**src/rtl/quad_core_processor_pkg.sv**
```systemverilog
// Shared definitions for the quad-core accumulator processor.
// Holds the width constants, the run-control encoding, the opcode map,
// the per-core FSM state type and a decode helper for instruction length.
package quad_core_processor_pkg;

    localparam int NUM_CORES = 4;
    localparam int DATA_W    = 16;
    localparam int ADDR_W    = 8;
    localparam int INSTR_W   = 8;

    // Only this status value lets a core advance; anything else freezes it.
    localparam logic [1:0] STATUS_RUN = 2'b01;

    localparam logic [INSTR_W-1:0] OP_NOP   = 8'h00;
    localparam logic [INSTR_W-1:0] OP_LDI   = 8'h01;
    localparam logic [INSTR_W-1:0] OP_LDAR  = 8'h02;
    localparam logic [INSTR_W-1:0] OP_LOAD  = 8'h03;
    localparam logic [INSTR_W-1:0] OP_STORE = 8'h04;
    localparam logic [INSTR_W-1:0] OP_MVR1  = 8'h05;
    localparam logic [INSTR_W-1:0] OP_MVR2  = 8'h06;
    localparam logic [INSTR_W-1:0] OP_ADD   = 8'h07;
    localparam logic [INSTR_W-1:0] OP_SUB   = 8'h08;
    localparam logic [INSTR_W-1:0] OP_MUL   = 8'h09;
    localparam logic [INSTR_W-1:0] OP_INCAR = 8'h0A;
    localparam logic [INSTR_W-1:0] OP_ADDAR = 8'h0B;
    localparam logic [INSTR_W-1:0] OP_JMP   = 8'h0C;
    localparam logic [INSTR_W-1:0] OP_JZ    = 8'h0D;
    localparam logic [INSTR_W-1:0] OP_LDID  = 8'h0E;
    localparam logic [INSTR_W-1:0] OP_END   = 8'h0F;
    localparam logic [INSTR_W-1:0] OP_MVAR  = 8'h10;
    localparam logic [INSTR_W-1:0] OP_MVAC1 = 8'h11;
    localparam logic [INSTR_W-1:0] OP_MVAC2 = 8'h12;

    typedef enum logic [2:0] {
        ST_IF   = 3'd0,
        ST_ID   = 3'd1,
        ST_OPF  = 3'd2,
        ST_OPR  = 3'd3,
        ST_EX   = 3'd4,
        ST_MEM  = 3'd5,
        ST_HALT = 3'd6
    } core_state_e;

    // True for opcodes followed by an immediate operand byte.
    function automatic logic is_two_byte(input logic [INSTR_W-1:0] opcode);
        logic two_s;
        case (opcode)
            OP_LDI, OP_LDAR, OP_JMP, OP_JZ: two_s = 1'b1;
            default:                        two_s = 1'b0;
        endcase
        return two_s;
    endfunction

endpackage

```
**src/rtl/quad_core_processor_proc_core.sv**
```systemverilog
// One accumulator core of the quad-core processor.
// Ports:
//   clk, reset        : clock and synchronous active-high reset
//   status            : run control, STATUS_RUN advances, anything else freezes
//   instruction       : instruction memory read data (one cycle after address)
//   dataout           : data memory read data (one cycle after address)
//   addr_instruction  : instruction address (PC)
//   addr_data         : data address (AR)
//   datain            : data memory write data (AC)
//   write_en          : data memory write strobe, EX of STORE only
//   end_bit           : registered halt flag
module proc_core
    import quad_core_processor_pkg::*;
#(
    parameter int CORE_ID = 0
) (
    input  logic               clk,
    input  logic               reset,
    input  logic [1:0]         status,
    input  logic [INSTR_W-1:0] instruction,
    input  logic [DATA_W-1:0]  dataout,
    output logic [ADDR_W-1:0]  addr_instruction,
    output logic [ADDR_W-1:0]  addr_data,
    output logic [DATA_W-1:0]  datain,
    output logic               write_en,
    output logic               end_bit
);

    core_state_e        state_r;
    core_state_e        state_next_s;
    logic [ADDR_W-1:0]  pc_r;
    logic [ADDR_W-1:0]  ar_r;
    logic [DATA_W-1:0]  ac_r;
    logic [DATA_W-1:0]  r1_r;
    logic [DATA_W-1:0]  r2_r;
    logic [INSTR_W-1:0] ir_r;
    logic [INSTR_W-1:0] opnd_r;
    logic               z_r;
    logic               end_r;
    logic               run_s;
    logic [DATA_W-1:0]  ac_new_s;
    logic               ac_wr_s;
    logic               write_en_s;

    assign run_s = (status == STATUS_RUN);

    // FSM state register; a frozen core keeps its state.
    always_ff @(posedge clk) begin
        if (reset) begin
            state_r <= ST_IF;
        end else if (run_s) begin
            state_r <= state_next_s;
        end else begin
            state_r <= state_r;
        end
    end

    // FSM next-state logic; ID decodes length straight from the memory output.
    always_comb begin
        state_next_s = state_r;
        case (state_r)
            ST_IF:   state_next_s = ST_ID;
            ST_ID: begin
                if (is_two_byte(instruction)) begin
                    state_next_s = ST_OPF;
                end else begin
                    state_next_s = ST_EX;
                end
            end
            ST_OPF:  state_next_s = ST_OPR;
            ST_OPR:  state_next_s = ST_EX;
            ST_EX: begin
                if (ir_r == OP_LOAD) begin
                    state_next_s = ST_MEM;
                end else if (ir_r == OP_END) begin
                    state_next_s = ST_HALT;
                end else begin
                    state_next_s = ST_IF;
                end
            end
            ST_MEM:  state_next_s = ST_IF;
            ST_HALT: state_next_s = ST_HALT;
            default: state_next_s = ST_IF;
        endcase
    end

    // FSM output: strobe only while running and not being reset, so an
    // aborted STORE never reaches memory.
    always_comb begin
        write_en_s = (state_r == ST_EX) && (ir_r == OP_STORE) && run_s && !reset;
    end

    // Accumulator result of the instruction held in IR (used in EX).
    always_comb begin
        ac_new_s = ac_r;
        ac_wr_s  = 1'b0;
        case (ir_r)
            OP_LDI:   begin ac_new_s = {8'h00, opnd_r};     ac_wr_s = 1'b1; end
            OP_ADD:   begin ac_new_s = ac_r + r1_r;         ac_wr_s = 1'b1; end
            OP_SUB:   begin ac_new_s = ac_r - r1_r;         ac_wr_s = 1'b1; end
            OP_MUL:   begin ac_new_s = ac_r * r1_r;         ac_wr_s = 1'b1; end
            OP_LDID:  begin ac_new_s = DATA_W'(CORE_ID);    ac_wr_s = 1'b1; end
            OP_MVAC1: begin ac_new_s = r1_r;                ac_wr_s = 1'b1; end
            OP_MVAC2: begin ac_new_s = r2_r;                ac_wr_s = 1'b1; end
            default:  begin ac_new_s = ac_r;                ac_wr_s = 1'b0; end
        endcase
    end

    // Architectural registers: fetch, operand capture, execute and load return.
    always_ff @(posedge clk) begin
        if (reset) begin
            pc_r   <= 8'd0;
            ar_r   <= 8'd0;
            ac_r   <= 16'd0;
            r1_r   <= 16'd0;
            r2_r   <= 16'd0;
            ir_r   <= 8'd0;
            opnd_r <= 8'd0;
            z_r    <= 1'b0;
            end_r  <= 1'b0;
        end else if (run_s) begin
            case (state_r)
                ST_ID: begin
                    ir_r <= instruction;
                    pc_r <= pc_r + 8'd1;
                end
                ST_OPR: begin
                    opnd_r <= instruction;
                    pc_r   <= pc_r + 8'd1;
                end
                ST_EX: begin
                    if (ac_wr_s) begin
                        ac_r <= ac_new_s;
                        z_r  <= (ac_new_s == 16'd0);
                    end
                    case (ir_r)
                        OP_LDAR:  ar_r  <= opnd_r;
                        OP_MVR1:  r1_r  <= ac_r;
                        OP_MVR2:  r2_r  <= ac_r;
                        OP_INCAR: ar_r  <= ar_r + 8'd1;
                        OP_ADDAR: ar_r  <= ar_r + ac_r[7:0];
                        OP_MVAR:  ar_r  <= ac_r[7:0];
                        OP_JMP:   pc_r  <= opnd_r;
                        OP_JZ:    if (z_r) pc_r <= opnd_r;
                        OP_END:   end_r <= 1'b1;
                        default:  ;
                    endcase
                end
                ST_MEM: begin
                    ac_r <= dataout;
                    z_r  <= (dataout == 16'd0);
                end
                default: ;
            endcase
        end
    end

    assign addr_instruction = pc_r;
    assign addr_data        = ar_r;
    assign datain           = ac_r;
    assign write_en         = write_en_s;
    assign end_bit          = end_r;

endmodule

```
**src/rtl/quad_core_processor.sv**
```systemverilog
// Quad-core accumulator processor: four identical proc_core instances, each
// with private instruction/data memory ports. Core index is the CORE_ID
// parameter, visible to software through LDID.
// Ports (i = 0..3): status{i}, instruction{i}, dataout{i} in;
// addr_instruction_{i}, addr_data_{i}, datain{i}, write_en{i} out;
// end_process[i] is core i's halt flag.
module quad_core_processor
    import quad_core_processor_pkg::*;
(
    input  logic               clk,
    input  logic               reset,
    input  logic [1:0]         status0,
    input  logic [1:0]         status1,
    input  logic [1:0]         status2,
    input  logic [1:0]         status3,
    input  logic [INSTR_W-1:0] instruction0,
    input  logic [INSTR_W-1:0] instruction1,
    input  logic [INSTR_W-1:0] instruction2,
    input  logic [INSTR_W-1:0] instruction3,
    input  logic [DATA_W-1:0]  dataout0,
    input  logic [DATA_W-1:0]  dataout1,
    input  logic [DATA_W-1:0]  dataout2,
    input  logic [DATA_W-1:0]  dataout3,
    output logic [ADDR_W-1:0]  addr_instruction_0,
    output logic [ADDR_W-1:0]  addr_instruction_1,
    output logic [ADDR_W-1:0]  addr_instruction_2,
    output logic [ADDR_W-1:0]  addr_instruction_3,
    output logic [ADDR_W-1:0]  addr_data_0,
    output logic [ADDR_W-1:0]  addr_data_1,
    output logic [ADDR_W-1:0]  addr_data_2,
    output logic [ADDR_W-1:0]  addr_data_3,
    output logic [DATA_W-1:0]  datain0,
    output logic [DATA_W-1:0]  datain1,
    output logic [DATA_W-1:0]  datain2,
    output logic [DATA_W-1:0]  datain3,
    output logic               write_en0,
    output logic               write_en1,
    output logic               write_en2,
    output logic               write_en3,
    output logic [3:0]         end_process
);

    logic end0_s, end1_s, end2_s, end3_s;

    proc_core #(.CORE_ID(0)) u_core0 (
        .clk(clk), .reset(reset), .status(status0),
        .instruction(instruction0), .dataout(dataout0),
        .addr_instruction(addr_instruction_0), .addr_data(addr_data_0),
        .datain(datain0), .write_en(write_en0), .end_bit(end0_s)
    );

    proc_core #(.CORE_ID(1)) u_core1 (
        .clk(clk), .reset(reset), .status(status1),
        .instruction(instruction1), .dataout(dataout1),
        .addr_instruction(addr_instruction_1), .addr_data(addr_data_1),
        .datain(datain1), .write_en(write_en1), .end_bit(end1_s)
    );

    proc_core #(.CORE_ID(2)) u_core2 (
        .clk(clk), .reset(reset), .status(status2),
        .instruction(instruction2), .dataout(dataout2),
        .addr_instruction(addr_instruction_2), .addr_data(addr_data_2),
        .datain(datain2), .write_en(write_en2), .end_bit(end2_s)
    );

    proc_core #(.CORE_ID(3)) u_core3 (
        .clk(clk), .reset(reset), .status(status3),
        .instruction(instruction3), .dataout(dataout3),
        .addr_instruction(addr_instruction_3), .addr_data(addr_data_3),
        .datain(datain3), .write_en(write_en3), .end_bit(end3_s)
    );

    assign end_process = {end3_s, end2_s, end1_s, end0_s};

endmodule

```
**config.mk**
```make
export PLATFORM = sky130hd
export DESIGN_NAME = quad_core_processor
export DESIGN_NICKNAME = d
export VERILOG_FILES = /design/src/rtl/quad_core_processor_pkg.sv /design/src/rtl/quad_core_processor_proc_core.sv /design/src/rtl/quad_core_processor.sv
export SDC_FILE = /design/constraint.sdc
export NUM_CORES = 2
export LEC_CHECK = 0
export CAP_MARGIN = 20
export CORE_MARGIN = 2
export CORE_UTILIZATION = 38
export CTS_CLUSTER_DIAMETER = 40
export DETAILED_ROUTE_END_ITERATION = 8
export PLACE_DENSITY = 0.64
export SYNTH_ARGS = -nofsm -noshare
export SYNTH_HDL_FRONTEND = slang
export SYNTH_SLANG_ARGS = --single-unit
```
**constraint.sdc**
```tcl
create_clock -name clk -period 10.8 [get_ports clk]
set_input_delay 2.16 -clock clk [delete_from_list [all_inputs] [get_ports clk]]
set_output_delay 2.16 -clock clk [all_outputs]
set_load 0.01 [all_outputs]
```
==> run metrics <==
post-route ant nets 0; Vias 36,300; setup tns final 0 ns; CP Cell Sequence clkdlybuf4s50_1 -> nand2b_1 -> nor4_1 -> nor3b_1 -> clkdlybuf4s50_1; Synth cell types 93; kind of critical path input port to primary output; Ports 242; Syn Area/Cell 7.78 um^2; overall routed net length 128 mm; Initial Utilization 38.3%; data required time of the worst path 8.64 ns; area delta synth->final 16.4%; Clock H-tree levels 3; Placement Cell Area 42,500 um^2; area of the mapped netlist 38,900 um^2; Max-Cap Viols 0; Startpoint Class input port; Yosys reg bits 340; Tmin final 6.93 ns; insertion delay to the later sink of the worst-skew pair 0.66 ns; Main synth FF type dfxtp_1; Slew headroom 25.1%; synth top area cells dfxtp_1 17%, fa_1 17%, ha_1 9.5%; vias in the first global route 35,500; area of the multi-input gates 29,000 um^2; top-count cell post-synth nand2_1; worst path arrival time 4.77 ns; Final period util 64.1%; endpoints failing hold 0; total gr overflow 0; Crit path max-delay family simple AND/OR/NAND/NOR gates; TritonCTS Buffers 79; Slowest-stage cell, CP nor4_1; fill count 10,100; height of the die 324 um; Ys Warns 0; Final Slew Violations 0; nets@finish 5,820; Storage cell area 6810 um^2; Worst-Margin Slew 1.12 ns; Mapped Nets 5,739; clk buf depth 3; area share of the largest cell type after synthesis 17.5%; fin area 45,300 um^2; CTS tree yes; GRT Total Usage 24.4%; Hold-fix buffers, CTS 0; Core Area 102,000 um^2; status finished clean; number of flops mapped to enable cells by yosys 0; Iter 0 DRT Violations 3,263; Synth top cells by count 694 x nand2_1, 498 x inv_1, 415 x nor2_1, 340 x dfxtp_1, 337 x a21oi_1; pwr dens 87.1 nW/um^2; largest net degree at the start of global routing 76; RSZ-0062 raised after global routing no; Worst Skew 0.0423 ns; Hold Path Class flop to flop; leakage power 18.7 nW; most area-hungry cell type in the Yosys netlist dfxtp_1; vias per cell 5.56; CTS resizes 0; WL/cell 19.7 um; crit-path max cell delay 0.65 ns; CP endpoint kind primary output; first-pass GRT wire length 203 mm; Residual DRC 0; hpwl dp 93.9 mm; Die ar. 105,000 um^2; Syn Inst Count 5,009; clock slew at reported path FFs 0.04 ns; GPL Wtd Cong 0.945; register area share after synthesis 17.5%; Sink Count 340; Worst Path Buf+Inv 2; Buffers on Ports 241; drt pass-1 iters 8; count of final setup violators 0; most common cell type on the critical path clkdlybuf4s50_1; Worst Path Max Fanout 11; worst vdd ir 0.0000961 V; std cell rows 117; fmax 144 MHz; Root Driver clkbuf_16; post-CTS setup buffers 0; die width 324 um; ratio of cells with drive above 1 in the final layout 5.60%; Async SR Flop Fraction 0%; initial antenna violation count 2
[cell usage in the layout (no fill, tap or decap), types with 22 or more instances in the layout]
master	netlist	final
a211oi_1	68	68
a21o_1	29	29
a21oi_1	337	337
a221oi_1	40	40
a22oi_1	95	95
a31oi_1	41	41
and2_1	290	290
and3_1	46	46
buf_4	4	87
clkbuf_16	0	80
clkdlybuf4s50_1	0	240
dfxtp_1	340	340
fa_1	328	328
ha_1	296	296
inv_1	498	498
inv_6	0	22
mux2i_1	91	91
nand2_1	694	694
nand2b_1	39	39
nand3_1	67	67
nor2_1	415	414
nor2b_1	36	35
nor3_1	79	78
nor4_1	35	33
o21ai_0	140	140
or3_1	23	23
xnor2_1	186	186
xor2_1	93	93
[cell type report]
class	instances	share of cell area, %
timing repair buffer	330	6.82
tap	1368	3.78
clock inverter	57	1.54
clock buffer	91	4.64
antenna	2	0.0110
sequential	340	15.0
multi-input combinational	3839	64.1
inverter	500	4.14
[through the flow]
| stage | std cells | setup WS, ns | total power [W] | utilization, % | hold slack [ns] |
|---|---|---|---|---|---|
| after floorplan | 5009 | 4.90 | 0.00136 | - | 0.432 |
| after global placement | 6373 | 4.10 | 0.00144 | 41.8 | 0.442 |
| after detailed placement | 6374 | 3.96 | 0.00144 | 41.8 | 0.447 |
| after CTS | 6522 | 3.93 | 0.00399 | 44.5 | 0.455 |
| after global routing | 6527 | 3.76 | 0.00406 | 44.6 | 0.469 |
| final | 6527 | 3.87 | 0.00395 | 44.6 | 0.457 |
[worst paths after layout]
kind                                       start          endpoint  slack [ns]  cells past startpoint
worst max-delay path                  status0[1]         write_en0        3.87                      5
worst min-delay path            u_core0.r2_r[10]  u_core0.r2_r[10]        0.46                      2
worst max register to register   u_core3.r1_r[3]       u_core3.z_r        4.40                     19
worst min register to register  u_core0.r2_r[10]  u_core0.r2_r[10]        0.46                      2
[per-layer routing]
metal / part of all wire, % / vias up / GRT usage, %
met2: 45 / 1476 / 39.0
li1: - / 17000 / -
met4: 3.4 / 0 / 9.07
met1: 43 / 17600 / 33.0
met5: 0 / - / 0
met3: 8.1 / 279 / 4.05
[where the power goes]
group          leakage [nW]  switching [W]  internal [W]  total [W]
logic                  14.6      0.0000918     0.0000594   0.000151
registers              2.74      0.0000108       0.00126    0.00127
clock network          1.35       0.000917       0.00161    0.00253
[logic make-up (layout without fill, tap and decap cells)]
kind of cell,count (synthesis),count (layout),share of synthesized area (%)
AO/OA/AOI/OAI,993,993,16.6
XOR/XNOR,281,281,6.37
adder cells (fa/ha/maj),624,624,26.4
buffers and inverters,830,978,8.08
flip-flops,340,340,17.5
multiplexers,96,96,2.48
other,0,2,0
AND/OR/NAND/NOR,1845,1845,22.6
[tightest hold or removal path, delay by kind of cell (launching register included)]
kind            cells  cell delay [ns]
compound gates      1             0.05
simple gates        1             0.05
flops               1             0.31
Power figures use the tool's default switching activity.
